`config.mk`:
```
export PLATFORM = sky130hd
export DESIGN_NAME = serial_pattern_tx
export DESIGN_NICKNAME = d
export VERILOG_FILES = /design/src/rtl/serial_pattern_tx.sv
export SDC_FILE = /design/constraint.sdc
export NUM_CORES = 1
export LEC_CHECK = 0
export CORE_UTILIZATION = 40
export CTS_BUF_LIST = sky130_fd_sc_hd__clkbuf_16
export DETAILED_ROUTE_END_ITERATION = 6
export DONT_BUFFER_PORTS = 1
export PLACE_DENSITY = 0.55
export SETUP_SLACK_MARGIN = 0.02
export SLEW_MARGIN = 15
export SYNTH_ARGS = -nofsm -noshare
export SYNTH_HDL_FRONTEND = slang
export SYNTH_SLANG_ARGS = --single-unit
```
`constraint.sdc`:
```
create_clock -name Clk -period 2.6 [get_ports Clk]
set_input_delay 0.39 -clock Clk [delete_from_list [all_inputs] [get_ports Clk]]
set_output_delay 0.39 -clock Clk [all_outputs]
set_load 0.02 [all_outputs]
```
`src/rtl/serial_pattern_tx.sv`:
```
// serial_pattern_tx: framed LSB-first parallel-to-serial transmitter.
// Optional even-parity bit after the data: define SERIAL_TX_PARITY_EN.
module serial_pattern_tx #(
    parameter int WIDTH = 8
) (
    input  logic             Clk,
    input  logic             Reset,
    input  logic [WIDTH-1:0] data_in,
    input  logic             load,
    output logic             ready,
    output logic             x,
    output logic             busy,
    output logic             done,
    output logic [5:0]       bit_idx
);

`ifdef SERIAL_TX_PARITY_EN
    typedef enum logic [1:0] {
        IDLE  = 2'd0,
        START = 2'd1,
        DATA  = 2'd2,
        PAR   = 2'd3
    } state_t;
`else
    typedef enum logic [1:0] {
        IDLE  = 2'd0,
        START = 2'd1,
        DATA  = 2'd2
    } state_t;
`endif

    localparam logic [5:0] LAST = 6'(WIDTH - 1);

    state_t           state_q;
    state_t           state_d;
    logic [WIDTH-1:0] shift_q;
    logic [WIDTH-1:0] shift_d;
    logic [5:0]       idx_q;
    logic [5:0]       idx_d;
    logic             x_q;
    logic             x_d;
    logic             last_bit;
    logic             accept;

`ifdef SERIAL_TX_PARITY_EN
    logic par_q;
    logic par_d;
`endif

    // Status decode from the registered state; ready also covers the
    // final bit so a new frame can follow with no idle gap.
    always_comb begin
        last_bit = (state_q == DATA) && (idx_q == LAST);
`ifdef SERIAL_TX_PARITY_EN
        done = (state_q == PAR);
`else
        done = last_bit;
`endif
        busy    = (state_q != IDLE);
        ready   = (state_q == IDLE) || done;
        accept  = load && ready;
        bit_idx = (state_q == DATA) ? idx_q : 6'd0;
        x       = x_q;
    end

    // Next-state, shift and next-line-value logic.
    always_comb begin
        state_d = state_q;
        shift_d = shift_q;
        idx_d   = idx_q;
        x_d     = 1'b0;
`ifdef SERIAL_TX_PARITY_EN
        par_d   = par_q;
`endif
        unique case (state_q)
            IDLE: begin
                idx_d = 6'd0;
            end
            START: begin
                state_d = DATA;
                idx_d   = 6'd0;
            end
            DATA: begin
                if (last_bit) begin
`ifdef SERIAL_TX_PARITY_EN
                    state_d = PAR;
`else
                    state_d = IDLE;
`endif
                    idx_d = 6'd0;
                end else begin
                    shift_d = shift_q >> 1;
                    idx_d   = idx_q + 6'd1;
                end
            end
`ifdef SERIAL_TX_PARITY_EN
            PAR: begin
                state_d = IDLE;
                idx_d   = 6'd0;
            end
`endif
            default: begin
                state_d = IDLE;
                idx_d   = 6'd0;
            end
        endcase

        // A load is only taken in IDLE or the done cycle; it always
        // restarts at the start bit with a freshly captured word.
        if (accept) begin
            state_d = START;
            shift_d = data_in;
            idx_d   = 6'd0;
`ifdef SERIAL_TX_PARITY_EN
            par_d   = ^data_in;
`endif
        end

        // The line is registered, so it is selected by the state we enter.
        unique case (state_d)
            START:   x_d = 1'b1;
            DATA:    x_d = shift_d[0];
`ifdef SERIAL_TX_PARITY_EN
            PAR:     x_d = par_q;
`endif
            default: x_d = 1'b0;
        endcase
    end

    // State and datapath registers with synchronous reset.
    always_ff @(posedge Clk) begin
        if (Reset) begin
            state_q <= IDLE;
            shift_q <= '0;
            idx_q   <= 6'd0;
            x_q     <= 1'b0;
`ifdef SERIAL_TX_PARITY_EN
            par_q   <= 1'b0;
`endif
        end else begin
            state_q <= state_d;
            shift_q <= shift_d;
            idx_q   <= idx_d;
            x_q     <= x_d;
`ifdef SERIAL_TX_PARITY_EN
            par_q   <= par_d;
`endif
        end
    end

endmodule

```
* Word-level counts from Yosys, hierarchy flattened
Index checks and enable logic that the tools add are counted.
Word-level totals: RAM bits 0, memories 0, bits in latches 0, input port bits 11, register bits 17, logic and storage cells 29, output and inout port bits 10, bits in read-only memories 0
Cells by class: shift-type cells 0, $mul 0, magnitude comparators 0, add/sub/neg operators 1, bitwise logic cells 1, muxes and demuxes 8, equal/unequal tests 6, reductions and logical operators 8, divide/modulo/power cells 0
Operators by type and width (count):
- $mux 8 | 3
- $add 6x1->6 const B | 1
- $eq 6x3->1 const B | 1
- $mux 6 | 1
- $pmux 2 s3 | 1
- $eq 2x1->1 const B | 2
- $eq 2x2->1 const B | 2
- $mux 2 | 2
- $reduce_bool 2->1 | 2
- $reduce_or 4->1 | 1
- $logic_and 1x1->1 | 2
- $logic_not 2->1 | 1
- $ne 2x1->1 const B | 1
- $pmux 1 s2 | 1
- $reduce_and 2->1 | 1
- $logic_or 1x1->1 | 1
- $not 1->1 | 1

* Longest topological paths before layout
depth after elaboration 7, gate-level depth with buffers 11, mapped depth without buffers 10

* Worst setup path after synthesis
No wires, ideal clock.
path type register to register, start reg idx_q[0], end reg x_q, in the netlist x, buffers on the path 1, data arrival time 2025 ps, required time 2526 ps, cell stages (with the launch flop) 12, path slack 501 ps, period minus slack after synthesis 2099 ps, cell sequence dfxtp_1 -> ha_1 -> and3b_4 -> a21bo_1 -> buf_6 -> mux2_2 -> inv_1 -> ha_1 -> nor2_1 -> and4_1 -> a21oi_1 -> o21ai_0
On the way: longest elaborated chain between the ends 7, elaborated cells on any way between the ends 13, classes of those cells eq/ne: 3; mux: 7; reduce/logical: 3
Ends and longest elaborated chain:
- from (decl) | line 38 | logic [5:0] idx_q;
- from (signal assigned) | line 143 | idx_q <= idx_d;
- $eq 6x3->1 * | line 53 | last_bit = (state_q == DATA) && (idx_q == LAST);
- $logic_and 1x1->1 * | line 53
- $mux 2 / $logic_or 1x1->1 (equally long branches) | line 84, 60
- $pmux 2 s3 / $logic_and 1x1->1 (equally long branches) | line 75, 61
- $mux 2 * | line 110 | if (accept) begin
- via state_d[1] | line 35 | state_t state_d;
- $eq 2x2->1 / $eq 2x1->1 (equally long branches) | line 120 | unique case (state_d)
- $pmux 1 s2 * | line 120
- to (signal assigned) | line 136 | x_q <= 1'b0;
- to (signal assigned) | line 144 | x_q <= x_d;
- to (decl) | line 40 | logic x_q;
Mark *: on every way through the listed nets, which the timed path passes. The rest lies on a longest branch. The select of a mux whose other input is x is not followed. A chain may end at the register's enable or synchronous reset.

* Final worst setup path
Ends and elaborated chain as after synthesis.

==> summary by stage <==
Routing
The initial detailed-routing violation count is 6. The final route contains 664 vias. After detailed routing, the number of remaining DRC violations is 0. Dividing the detail-routed wire length by the instance count gives 12.46 um. Once detail routing completed, the nets flagged for antenna violations numbered 0.

The first detailed-routing pass ran for 4 iterations. The overall routed net length is 1570 um. The average vias per placed instance is 5.270.

Hold path
The tightest min-delay check is of the input port to register type. In this run the most critical hold path is launched from Reset. Counting instances, the worst hold path has a depth of 1.

GRT
For met3 alone, demand over resource in global routing was 5.296%. The first global-routing pass estimated 2835 um of wire. The number of antenna violations at the first check in global routing is 0.

Entering global routing, the biggest net connects 14 pins. The via count of the first global-routing pass is 639. The remaining global-route overflow is 0.

The met1 usage is 19.32%. The fraction of met2 tracks used by global routing is 23.29%. The busiest layer in global routing is met2. The total routing usage reported by global routing is 15.79%.

Final layout
The register area is 340.3 sq um. The post-layout utilization of the core is 48.70%. Summing all non-filler instances in the final layout gives an area of 984.7 sq um. The antenna diode count is 0. The layout overhead on the synthesized area is 10.07%.

After the flow finishes, the layout carries non-filler instances totaling 126. The post-route netlist has 11.11% of its cells at a drive strength greater than 1. The multi-input combinational cells in the finished layout cover a total of 505.5 sq um. The final-stage net count is 114.

The count of filler cells inserted in the layout is 204.

STA
The worst path uses 85.54% of the clock period. Across the routed clock network, the largest skew measured is 0.001380 ns. The worst hold slack is 0.2176 ns.

The setup TNS is 0 ns. Setup violations remaining at the end of the flow were counted as 0. Setup repair after global routing left no endpoint under its margin. The top achievable clock speed is 449.7 MHz. The final critical-path setup slack is 0.3761 ns. The final hold violation count is 0. The post-route minimum period is 2.224 ns. The relative slew slack is 60.93%.

The transition at the pin with the smallest max-transition slack is 0.5860 ns. The final max-slew violation count is 0.

Yosys
The synthesized-area fraction occupied by ao, oa, aoi and oai cells is 14.27%. The fraction of registers with async set or reset after synthesis is 0%. For this run, the number of Yosys warnings is 0. Ranked by instance count, the synthesized netlist is headed by dfxtp_1 (17), nor2_1 (12), and2_1 (11).

Summed over its instances, the top area cell type makes up 38.04% of the synthesized netlist area. Yosys instantiated no cell more often than dfxtp_1. The count of distinct cell types in the synthesized netlist is 31.

In this run the mean area of a mapped cell was 9.129 sq um. The synthesized design spends more area on one cell type than any other, namely dfxtp_1. The total nets after synthesis is 112.

The post-synthesis simple-gate area fraction is 25.03%. Yosys attributes the largest share of cell area to dfxtp_1 (38%), mux2i_1 (7.8%), and2_1 (7.7%). Summing every instance area after synthesis gives 894.6 sq um. The largest family of logic cells by synthesized area is simple AND/OR/NAND/NOR gates. Sequential elements use 38.04% of the synthesized area. The most used flip-flop cell after synthesis is dfxtp_1.

The xor/xnor cell area share of the yosys netlist is 3.916%. The number of synthesized flops with an enable pin is 0. Summing the areas of all fa, ha and maj instances in the mapped netlist gives 4.196% of the synthesized area. The number of register bits inferred by synthesis is 17. In the synthesized netlist, the number of instances is 98. The mux cell area share after synthesis is 9.091%.

Clock network
Counting every sink on the clock net gives 17. The number of clock buffers added by TritonCTS is 3. Gates resized during post-CTS repair numbered 0.

The number of H-tree levels is 1. Clock-pin slew was measured on the worst setup and hold paths at 0.05 ns. No sink is reached through more buffers than the 2 on the longest clock path. The count of hold-fix buffers inserted at cts is 0. The CTS root buffer is clkbuf_16. The post-CTS setup repair buffer count is 0.

TritonCTS built the clock tree. At the later pin of the worst-skew pair, clock insertion delay measures 0.25 ns.

Run
The max-cap violation count is 0.

Setup path
The worst setup path is launched from a register. STA classifies the critical path endpoint as a register. The setup slack of the worst register-to-register path is 0.38 ns. The number of cells on the worst reg-to-reg path is 10.

The reg-to-reg critical path startpoint is idx_q[0]. The worst endpoint required time is 2.77 ns. Tracing the worst setup path back leads to its startpoint at idx_q[0]. The classification of the worst setup path is register to register. Data on the critical path arrives at its endpoint at 2.40 ns. The largest fanout on the critical path is 6.

Placed design
After detailed placement, the total cell area comes to 905.9 sq um. The post-placement setup slack is 0.3809 ns. During placement, the flow inserted port buffers numbering 0. Including well taps, the total number of placed cells is 122.

Once detailed placement completed, the half-perimeter wirelength came to 1177 um. The global placer's final weighted congestion is 0.7379.

Pwr
The ratio of total power to cell area is 667.2 mW/mm^2. In this run the static leakage power is 0.4201 nW. The total power of the final layout is 0.6570 mW.

The peak supply drop is 0.0003776 V.

Run status
The flow ran to the end, and the final reports show no timing, DRC or antenna violations.

Die
Measured along the y axis, the die boundary spans 49.29 um. The die is 49.29 um wide. The initial core utilization is 44.25%. Pin placement for this block handled 21 I/O pins. The die covers 0.002430 sq mm.

The placement row count is 16. The core box area is 0.002022 sq mm.
## critical path, stage by stage (launching register included)
cell,delay [ns]
dfxtp_1,0.33
ha_1,0.24
and3b_4,0.21
a21bo_1,0.29
mux2_2,0.33
inv_1,0.06
ha_1,0.21
nor2_1,0.17
and4_1,0.21
a21oi_1,0.04
o21ai_0,0.07
## area by class of cell
cell class	instances	share of cell area [%]
multi-input combinational	72	51.33
clock buffer	3	7.624
sequential	17	34.56
inverter	5	1.906
tap	27	3.431
clock inverter	1	0.3812
timing repair buffer	1	0.7624
## per-layer routing
layer  part of all wire (%)  vias to the layer above
met5                      0                        -
met4                    2.8                        0
met3                    6.4                        5
met2                     42                       19
met1                     48                      299
li1                       -                      341
## power by group
part / leakage, nW / switching, mW / internal [mW]
Sequential: 0.139 / 0.0114 / 0.275
Combinational: 0.239 / 0.0391 / 0.0306
Clock: 0.0423 / 0.0964 / 0.204
Total: 0.420 / 0.147 / 0.510
## cell usage in the layout, fill, tap and decap left out
master,instances
a22o_1,1
and3b_4,1
nand3_1,4
clkbuf_16,3
dfxtp_1,17
nor3_1,1
nor2b_1,1
a21oi_1,2
and4_1,1
and3_2,1
ha_1,3
a221oi_1,1
o21ai_0,3
nor2_1,12
a221oi_2,1
buf_4,1
a21bo_1,1
or2_1,1
or2_2,2
o2bb2ai_1,6
a21boi_0,1
and2_1,11
xnor2_1,2
mux2_2,1
nand4_1,1
nand2_1,3
nand2b_1,1
xor2_1,2
inv_1,6
and2_2,1
mux2i_1,7
## worst paths after layout
kind / to
worst max-delay path: x
worst min-delay path: state_q[1]
worst max register to register: x
worst min register to register: idx_q[0]
## kinds of logic (layout without fill, tap and decap cells)
group / Yosys count / after routing
AOI/OAI and AO/OA: 16 / 16
xor gates and xnor gates: 4 / 4
adders and majority gates: 3 / 3
buffers and inverters: 9 / 10
DFF: 17 / 17
muxes: 8 / 8
and+or+nand+nor: 41 / 41
## state kept, by name (all words and copies together) (netlist names)
name and cells:
idx_q 6, shift_q 8, state_q 2, x 1
Note: power is estimated with default switching activity, not from simulation.
